File: src/rtl/uart_pkg.sv
// Shared types and helpers for the UART stream receiver.
// Latency: n/a (package only).
// Backpressure: n/a. Optional parity support is enabled by UART_STREAM_RX_PARITY_EN.
package uart_pkg;

  // Receiver FSM states; PARITY exists only in parity-enabled builds.
  typedef enum logic [2:0] {
    ST_IDLE   = 3'd0,
    ST_START  = 3'd1,
    ST_DATA   = 3'd2,
    ST_STOP   = 3'd3
`ifdef UART_STREAM_RX_PARITY_EN
    , ST_PARITY = 3'd4
`endif
  } rx_state_t;

  // Clocks per sample tick: truncating division, never below one clock.
  function automatic int tick_div(input int clk_freq, input int baud, input int os);
    int d;
    d = clk_freq / (baud * os);
    if (d < 1) d = 1;
    return d;
  endfunction

endpackage

File: src/rtl/rx_sync_fifo.sv
// Single-clock FIFO with extra-MSB pointers for the receive path.
// Latency: push visible on empty/count/dout one clk after the write edge.
// Backpressure: push while full is dropped unless a pop occurs in the same cycle.
module rx_sync_fifo #(
  parameter int WIDTH = 8,
  parameter int DEPTH = 8
) (
  input  logic                       clk,
  input  logic                       rst,
  input  logic                       i_push,
  input  logic [WIDTH-1:0]           i_push_dat,
  input  logic                       i_pop,
  output logic [WIDTH-1:0]           o_dout,
  output logic                       o_empty,
  output logic                       o_full,
  output logic [$clog2(DEPTH):0]     o_count
);

  localparam int AW = $clog2(DEPTH);

  logic [WIDTH-1:0] r_mem [DEPTH];
  logic [AW:0]      r_wr_ptr;
  logic [AW:0]      r_rd_ptr;
  logic             w_rd_ok;
  logic             w_wr_ok;

  // A pop frees the head slot, so a push into a full FIFO is legal when paired with a pop.
  assign w_rd_ok = i_pop & ~o_empty;
  assign w_wr_ok = i_push & (~o_full | w_rd_ok);

  assign o_count = r_wr_ptr - r_rd_ptr;
  assign o_empty = (o_count == '0);
  assign o_full  = (o_count == (AW+1)'(DEPTH));
  assign o_dout  = o_empty ? '0 : r_mem[r_rd_ptr[AW-1:0]];

  // Storage needs no reset: only entries between the pointers are ever read.
  always_ff @(posedge clk) begin
    if (w_wr_ok) r_mem[r_wr_ptr[AW-1:0]] <= i_push_dat;
  end

  // Pointer update; the extra MSB distinguishes full from empty after wrap.
  always_ff @(posedge clk or posedge rst) begin
    if (rst) begin
      r_wr_ptr <= '0;
      r_rd_ptr <= '0;
    end else begin
      if (w_wr_ok) r_wr_ptr <= r_wr_ptr + 1'b1;
      if (w_rd_ok) r_rd_ptr <= r_rd_ptr + 1'b1;
    end
  end

endmodule

File: src/rtl/uart_stream_rx.sv
// Oversampling UART receiver feeding a small FIFO; parity via UART_STREAM_RX_PARITY_EN.
// Latency: 2 clk synchronizer, byte pushed 1 clk after final stop sample, visible 1 clk later.
// Backpressure: none on the line; a byte arriving to a full FIFO is dropped and overrun pulses.
module uart_stream_rx
  import uart_pkg::*;
#(
  parameter int CLK_FREQ   = 10_000_000,
  parameter int BAUD_RATE  = 115_200,
  parameter int OVERSAMPLE = 16,
  parameter int DATA_BITS  = 8,
  parameter int STOP_BITS  = 1,
  parameter int FIFO_DEPTH = 8
`ifdef UART_STREAM_RX_PARITY_EN
  , parameter int PARITY_ODD = 0
`endif
) (
  input  logic                          clk,
  input  logic                          rst,
  input  logic                          rx,
  input  logic                          rd_en,
  output logic [DATA_BITS-1:0]          dout,
  output logic                          empty,
  output logic                          full,
  output logic [$clog2(FIFO_DEPTH):0]   count,
  output logic                          frame_err,
  output logic                          overrun
`ifdef UART_STREAM_RX_PARITY_EN
  , output logic                        parity_err
`endif
);

  localparam int TICK_DIV = tick_div(CLK_FREQ, BAUD_RATE, OVERSAMPLE);
  localparam int DIV_W    = (TICK_DIV > 1) ? $clog2(TICK_DIV) : 1;
  localparam int OS_W     = $clog2(OVERSAMPLE);
  localparam int BIT_W    = $clog2(DATA_BITS + 1);

  logic                 r_sync1, r_sync2, r_rx_prev;
  logic                 w_rx, w_fall, w_tick;
  logic [DIV_W-1:0]     r_div_cnt;
  rx_state_t            r_state;
  logic [OS_W-1:0]      r_os_cnt;
  logic [BIT_W-1:0]     r_bit_cnt;
  logic                 r_stop_cnt;
  logic                 r_brk;
  logic [DATA_BITS-1:0] r_shift;
  logic                 r_push;
  logic                 r_frame_err;
  logic                 r_overrun;
  logic                 w_full, w_empty;
`ifdef UART_STREAM_RX_PARITY_EN
  logic                 r_par;
  logic                 r_discard;
  logic                 r_parity_err;
`endif

  assign w_rx   = r_sync2;
  assign w_fall = r_rx_prev & ~w_rx;
  assign w_tick = (r_div_cnt == DIV_W'(TICK_DIV - 1));

  // Two-flop synchronizer plus edge history; idles high so reset never looks like a start.
  always_ff @(posedge clk or posedge rst) begin
    if (rst) begin
      r_sync1   <= 1'b1;
      r_sync2   <= 1'b1;
      r_rx_prev <= 1'b1;
    end else begin
      r_sync1   <= rx;
      r_sync2   <= r_sync1;
      r_rx_prev <= w_rx;
    end
  end

  // Sample-tick divider, re-phased to the start edge so mid-bit samples line up.
  always_ff @(posedge clk or posedge rst) begin
    if (rst)                               r_div_cnt <= '0;
    else if (r_state == ST_IDLE && w_fall) r_div_cnt <= '0;
    else if (w_tick)                       r_div_cnt <= '0;
    else                                   r_div_cnt <= r_div_cnt + 1'b1;
  end

  // Frame FSM with registered push and error pulses.
  always_ff @(posedge clk or posedge rst) begin
    if (rst) begin
      r_state     <= ST_IDLE;
      r_os_cnt    <= '0;
      r_bit_cnt   <= '0;
      r_stop_cnt  <= 1'b0;
      r_brk       <= 1'b0;
      r_shift     <= '0;
      r_push      <= 1'b0;
      r_frame_err <= 1'b0;
`ifdef UART_STREAM_RX_PARITY_EN
      r_par        <= 1'b0;
      r_discard    <= 1'b0;
      r_parity_err <= 1'b0;
`endif
    end else begin
      r_push      <= 1'b0;
      r_frame_err <= 1'b0;
`ifdef UART_STREAM_RX_PARITY_EN
      r_parity_err <= 1'b0;
`endif
      case (r_state)
        ST_IDLE: begin
          if (w_fall) begin
            r_state  <= ST_START;
            r_os_cnt <= '0;
          end
        end
        ST_START: begin
          if (w_tick) begin
            if (r_os_cnt == OS_W'(OVERSAMPLE/2 - 1)) begin
              r_os_cnt  <= '0;
              r_bit_cnt <= '0;
`ifdef UART_STREAM_RX_PARITY_EN
              r_par     <= 1'b0;
              r_discard <= 1'b0;
`endif
              // A line already back high at mid-start is a glitch, not a frame.
              r_state <= w_rx ? ST_IDLE : ST_DATA;
            end else begin
              r_os_cnt <= r_os_cnt + 1'b1;
            end
          end
        end
        ST_DATA: begin
          if (w_tick) begin
            if (r_os_cnt == OS_W'(OVERSAMPLE - 1)) begin
              r_os_cnt <= '0;
              r_shift  <= {w_rx, r_shift[DATA_BITS-1:1]};
`ifdef UART_STREAM_RX_PARITY_EN
              r_par    <= r_par ^ w_rx;
`endif
              if (r_bit_cnt == BIT_W'(DATA_BITS - 1)) begin
                r_stop_cnt <= 1'b0;
`ifdef UART_STREAM_RX_PARITY_EN
                r_state    <= ST_PARITY;
`else
                r_state    <= ST_STOP;
`endif
              end else begin
                r_bit_cnt <= r_bit_cnt + 1'b1;
              end
            end else begin
              r_os_cnt <= r_os_cnt + 1'b1;
            end
          end
        end
`ifdef UART_STREAM_RX_PARITY_EN
        ST_PARITY: begin
          if (w_tick) begin
            if (r_os_cnt == OS_W'(OVERSAMPLE - 1)) begin
              r_os_cnt <= '0;
              r_state  <= ST_STOP;
              if (w_rx != (r_par ^ 1'(PARITY_ODD))) begin
                r_parity_err <= 1'b1;
                r_discard    <= 1'b1;
              end
            end else begin
              r_os_cnt <= r_os_cnt + 1'b1;
            end
          end
        end
`endif
        ST_STOP: begin
          if (r_brk) begin
            // Hold off after a framing error until the line idles again.
            if (w_rx) begin
              r_brk   <= 1'b0;
              r_state <= ST_IDLE;
            end
          end else if (w_tick) begin
            if (r_os_cnt == OS_W'(OVERSAMPLE - 1)) begin
              r_os_cnt <= '0;
              if (!w_rx) begin
                r_frame_err <= 1'b1;
                r_brk       <= 1'b1;
              end else if (r_stop_cnt == 1'(STOP_BITS - 1)) begin
`ifdef UART_STREAM_RX_PARITY_EN
                r_push  <= ~r_discard;
`else
                r_push  <= 1'b1;
`endif
                r_state <= ST_IDLE;
              end else begin
                r_stop_cnt <= 1'b1;
              end
            end else begin
              r_os_cnt <= r_os_cnt + 1'b1;
            end
          end
        end
        default: r_state <= ST_IDLE;
      endcase
    end
  end

  // Overrun flags a completed byte that found no room and no concurrent pop.
  always_ff @(posedge clk or posedge rst) begin
    if (rst) r_overrun <= 1'b0;
    else     r_overrun <= r_push & w_full & ~(rd_en & ~w_empty);
  end

  rx_sync_fifo #(
    .WIDTH (DATA_BITS),
    .DEPTH (FIFO_DEPTH)
  ) u_fifo (
    .clk        (clk),
    .rst        (rst),
    .i_push     (r_push),
    .i_push_dat (r_shift),
    .i_pop      (rd_en),
    .o_dout     (dout),
    .o_empty    (w_empty),
    .o_full     (w_full),
    .o_count    (count)
  );

  assign empty     = w_empty;
  assign full      = w_full;
  assign frame_err = r_frame_err;
  assign overrun   = r_overrun;
`ifdef UART_STREAM_RX_PARITY_EN
  assign parity_err = r_parity_err;
`endif

endmodule

File: config.mk
export PLATFORM = sky130hd
export DESIGN_NAME = uart_stream_rx
export DESIGN_NICKNAME = d
export VERILOG_FILES = /design/src/rtl/uart_pkg.sv /design/src/rtl/rx_sync_fifo.sv /design/src/rtl/uart_stream_rx.sv
export SDC_FILE = /design/constraint.sdc
export NUM_CORES = 1
export LEC_CHECK = 0
export ABC_AREA = 1
export CAP_MARGIN = 20
export CORE_MARGIN = 1.5
export CORE_UTILIZATION = 45
export CTS_CLUSTER_DIAMETER = 100
export DETAILED_ROUTE_END_ITERATION = 10
export PLACE_DENSITY = 0.64
export SKIP_CTS_REPAIR_TIMING = 1
export SLEW_MARGIN = 20
export SYNTH_ARGS = -nofsm -noshare
export SYNTH_HDL_FRONTEND = slang
export SYNTH_SLANG_ARGS = --single-unit
File: constraint.sdc
create_clock -name clk -period 3.3 [get_ports clk]
set_clock_uncertainty 0.15 [all_clocks]
set_input_delay 0.33 -clock clk [delete_from_list [all_inputs] [get_ports clk]]
set_output_delay 0.33 -clock clk [all_outputs]
set_load 0.01 [all_outputs]
==> flow_summary.ini, run 1 <==
[cts]
cts_buffers = 9
clk_path_buf_depth = 2
htree_levels = 3
path_clk_slew_ps = 90
cts_tree = done
cts_root_buf = clkbuf_8
clk_latency_ps = 360
clock_sinks = 100

[floorplan]
dieArea_um2 = 10500
fp.dieW_um = 103
initial_core_util_pct = 46.0
ios = 20
rows = 36
die_h_um = 103
core_area_um2 = 9680

[setup_path]
cp_slowest_cell = clkdlybuf4s50_1
critPathMaxFanout = 5
endpoint_kind = output port
crit_arrival_ps = 2650
crit_path_frequent_cell = inv_1
crit_type = register to output port
path_cells = inv_1 > ha_1 > inv_1 > fa_1 > xor2_1 > nor2_2 > nand3_2 > nand2_2 > inv_1 > clkdlybuf4s50_1
required_ps = 2820
critPathLaunchType = register
max_stage_delay_ps = 460

[synth]
async_flop_share_pct = 36.0
syn_nets = 450
synth_top_family_by_area = simple AND/OR/NAND/NOR gates
syn_area_um2 = 4460
ys_ff_latch = 100
yosysTopAreaCell = edfxtp_1
synth_edf_count = 64
synth_mux_area_share_pct = 0.253
synthTopCellsByArea = edfxtp_1, dfrtp_1, nand2_1, nand3_1, nor2_1
synth_compound_area_share_pct = 5.67
avgSynthCellArea_um2 = 10.2
synthFlopType = edfxtp_1
synth.top_cell.area_share_pct = 43.1
yosys_warnings = 0
synth_cell_type_count = 32
yosysSeqAreaShare_pct = 63.4
syn_inst = 436
synth_simple_gate_area_share_pct = 21.6
synth_xor_area_share_pct = 1.57
synth_fa_ha_area_share_pct = 2.98

[finish]
nNetsFinal = 484
drive_above_1_share_pct = 12.0
syn_to_final_growth_pct = 14.5
diodes = 0

[route]
dr.pass1.iters = 4
vias_per_cell = 4.94
drt_iter0_drc = 110
wl_per_cell_um = 14.4
routed_wl_um = 8750
drc = 0
vias = 3004
ant_nets = 0

[pwr]
ir_worst_vdd_uv = 332
total_power_uw = 3760
p_leak_uw = 0.00205
power_density_nw_per_um2 = 738

[grt]
grt_overflow = 0
grt_usage_pct = 17.7
grt_pass1_vias = 2716
grt_pass1_wl_um = 13800
grt_start_max_net_pins = 37
grt_antenna_before_repair = 0

[timing]
fin_crit_ps = 3130
setup_violations = 0
tns_ps = 0
grt_setup_unrepaired = no
fmax_mhz = 319
hold_viol = 0
fin_crit_sh_pct = 94.9
slew_headroom_pct = 61.6
slew_viol_final = 0
hold_ws_ps = 213
fin_ws_ps = 169
tightest_slew_ps = 575

[outcome]
status = complete, no violations

[flow_run]
maxCapViolCount = 0

[place]
dpl.hpwl_um = 5460
post-place-ws_ps = 244
routabilityCongestion = 0.812
port_buffers = 19

[worst_hold_path]
hp-class = register to register
[cells by family after synthesis]
kind of cell             Yosys count
AND/OR/NAND/NOR                  220
flip-flops                       100
buffers and inverters             50
AO/OA/AOI/OAI                     47
adder cells (fa/ha/maj)           10
XOR/XNOR                           8
multiplexers                       1
[critical path: cells and delay by family, from the launching register on]
kind	cells	cell delay, ps
xor gates and xnor gates	1	190
adders and majority gates	2	570
buffers and inverters	4	660
DFF	1	440
and+or+nand+nor	3	440
[placed cells by master (no fill, tap or decap), types with 5 or more instances in the layout]
master	instances
a21oi_1	21
nor2_1	44
dlymetal6s2s_1	8
clkbuf_8	9
nand3_2	5
buf_4	17
edfxtp_1	64
nand2_1	109
dfrtp_1	32
nand2_2	6
nand3_1	36
xor2_1	6
inv_1	31
ha_1	9
nor3_1	12
clkdlybuf4s50_1	11
o21ai_0	20
[cell usage after synthesis (all sizes together) (6+ instances only)]
master	instances
dfrtp	33
nand3	42
inv	36
nor3	12
edfxtp	64
buf	10
a21oi	22
xor2	6
o21ai	23
nor2	47
ha	9
nand2	115
[metal layers]
layer  track usage, %  vias up  wire length [µm]
met5                0        -                 0
met4             6.64        0               142
met3             2.37       16               371
met2             29.9       60              4310
met1             23.6     1408              3920
li1                 -     1520                 -
[state kept, by name (all words and copies together), names as in the netlist]
name	cells
r_rx_prev	1
r_brk	1
overrun	1
r_shift	8
r_sync1	1
u_fifo.r_wr_ptr	4
u_fifo.r_mem	64
u_fifo.r_rd_ptr	4
r_sync2	1
r_os_cnt	4
frame_err	1
r_state	2
r_bit_cnt	4
r_push	1
r_div_cnt	3
[layout make-up]
class	count	area, µm²
Sequential cell	100	2830
Fill cell	869	4580
Multi-Input combinational cell	286	1440
Inverter	37	144
Clock inverter	7	66.3
Timing Repair Buffer	36	338
Clock buffer	9	124
Tap cell	133	166
[power breakdown]
part / internal, µW / total (µW) / switching (µW)
clock: 348 / 765 / 418
combinational: 606 / 1520 / 913
sequential: 1400 / 1480 / 75.5
[worst paths after layout]
check / slack, ps / to / start / depth (start not counted)
worst max-delay path: 170 / dout[3] / u_fifo.r_wr_ptr[0] / 10
worst min-delay path: 210 / r_sync2 / r_sync1 / 0
worst max register to register: 620 / u_fifo.r_mem[5][4] / u_fifo.r_wr_ptr[0] / 11
worst min register to register: 210 / r_sync2 / r_sync1 / 0
max in group asynchronous: 2400 / u_fifo.r_wr_ptr[0] / rst / 3
min in group asynchronous: 240 / u_fifo.r_rd_ptr[0] / rst / 3
[stage by stage]
| stage | instances | utilization, % | cell area (µm²) |
|---|---|---|---|
| floorplan | 436 | - | 4460 |
| global placement | 589 | 50.1 | 4860 |
| detailed placement | 589 | 50.1 | 4860 |
| CTS | 605 | 52.1 | 5050 |
| global route | 608 | 52.7 | 5100 |
| finish | 608 | 52.7 | 5100 |
Note: power is estimated with default switching activity, not from simulation.
==> inputs of run 2 (changes only) <==
CORE_UTILIZATION = 40   (was 45)
PLACE_DENSITY = 0.59   (was 0.64)
==> run 2 against run 1 <==
Effect of this change:
- first-iteration DRC count grew 49%
- sequential power barely moved
- clock power is 9.8% higher
- power increased by 2.9%
- register-to-register slack is essentially flat
- highest routed layer unchanged
==> flow_summary.ini, run 2 (same netlist as run 1, synthesis figures left out) <==
[timing]
hold_viol = 0
slew_headroom_pct = 60.2
hold_ws_ps = 211
tightest_slew_ps = 597
fin_crit_ps = 3130
grt_setup_unrepaired = no
fin_ws_ps = 171
setup_violations = 0
fin_crit_sh_pct = 94.8
tns_ps = 0
slew_viol_final = 0
fmax_mhz = 320

[setup_path]
critPathMaxFanout = 4
reg2reg_slack_ps = 610
required_ps = 2820
critPathLaunchType = register
crit_type = register to output port
crit_arrival_ps = 2650
endpoint_kind = output port

[cts]
cts_root_buf = clkbuf_8
cts_buffers = 9
cts_tree = done
clock_sinks = 100
clk_path_buf_depth = 2
clk_latency_ps = 360
htree_levels = 3
path_clk_slew_ps = 90

[grt]
grt_pass1_vias = 2927
grt_start_max_net_pins = 37
grt_antenna_before_repair = 0
grt_pass1_wl_um = 14600
grt_overflow = 0
grt_usage_pct = 16.8

[place]
post-place-ws_ps = 222
routabilityCongestion = 0.793
place_inst = 596
postPlaceCellArea_um2 = 4860
port_buffers = 19
dpl.hpwl_um = 5730

[flow_run]
maxCapViolCount = 0

[floorplan]
ios = 20
fp.dieW_um = 109
initial_core_util_pct = 41.1
core_area_um2 = 10800
die_h_um = 109
rows = 38
dieArea_um2 = 11800

[finish]
final-instance-count-excl-fill = 615
nNetsFinal = 485
syn_to_final_growth_pct = 15.6
fin_area_um2 = 5150
drive_above_1_share_pct = 12.4
final_cell_mix = nand2_1, edfxtp_1, nor2_1
largest_reg_flops = 64
layout_commonest_cell = nand2_1
diodes = 0

[route]
drt_iter0_drc = 164
vias = 3037
routed_wl_um = 9140
ant_nets = 0
wl_per_cell_um = 14.9
dr.pass1.iters = 4
drc = 0
vias_per_cell = 4.94

[outcome]
status = complete, no violations

[pwr]
p_leak_uw = 0.00207
power_density_nw_per_um2 = 752
ir_worst_vdd_uv = 344

[worst_hold_path]
hp-class = input pin to register
==> run 2: path summary, 6_finish.rpt <==
| kind | startpoint | depth (start not counted) | endpoint |
|---|---|---|---|
| max | u_fifo.r_wr_ptr[0] | 10 | dout[3] |
| min | rx | 1 | r_sync1 |
| max reg2reg | u_fifo.r_wr_ptr[0] | 11 | u_fifo.r_mem[4][5] |
| min reg2reg | r_sync1 | 0 | r_sync2 |
| max in group asynchronous | rst | 3 | r_sync2 |
| min in group asynchronous | rst | 3 | frame_err |
==> run 2: layout make-up <==
type | instances | area (µm²)
timing repair buffer | 37 | 345
clock inverter | 6 | 86.3
tap | 140 | 175
clock buffer | 9 | 124
multi-input combinational | 286 | 1450
inverter | 37 | 141
sequential | 100 | 2830
fill | 1024 | 5690
==> run 2: power by group <==
part	total, µW	internal, µW	switching [µW]
Combinational	1550	622	927
Clock	840	425	416
Sequential	1480	1400	79.2
Total	3870	2450	1420
==> run 2: per-stage QoR <==
stage                     util [%]  total power [µW]
final                         47.5              3870
after global routing          47.5              4150
after CTS                     46.8              3870
after detailed placement      44.9              3040
after global placement        44.9              3010
after floorplan                  -              2490
==> run 2: layer usage <==
metal	up-vias	global-route usage, %	part of all wire, %
li1	1518	-	-
met1	1467	19.4	44
met2	43	31.1	53
met3	9	3.32	2.5
met4	0	5.26	1.1
met5	-	0	0
==> run 2: worst max-delay path, cell delays in order, from the launching register on <==
cell and delay [ps]:
dfrtp_2 430, inv_1 100, ha_1 150, inv_1 60
fa_1 460, xor2_2 180, nor2_4 160, nand3_4 110
nand2_1 100, inv_1 50, clkdlybuf4s50_1 470
==> inputs of run 3 (changes only) <==
CTS_CLUSTER_DIAMETER = 60   (was 100)
==> results of run 3 <==
Final layout, timing and power as in run 2 (identical DEF).
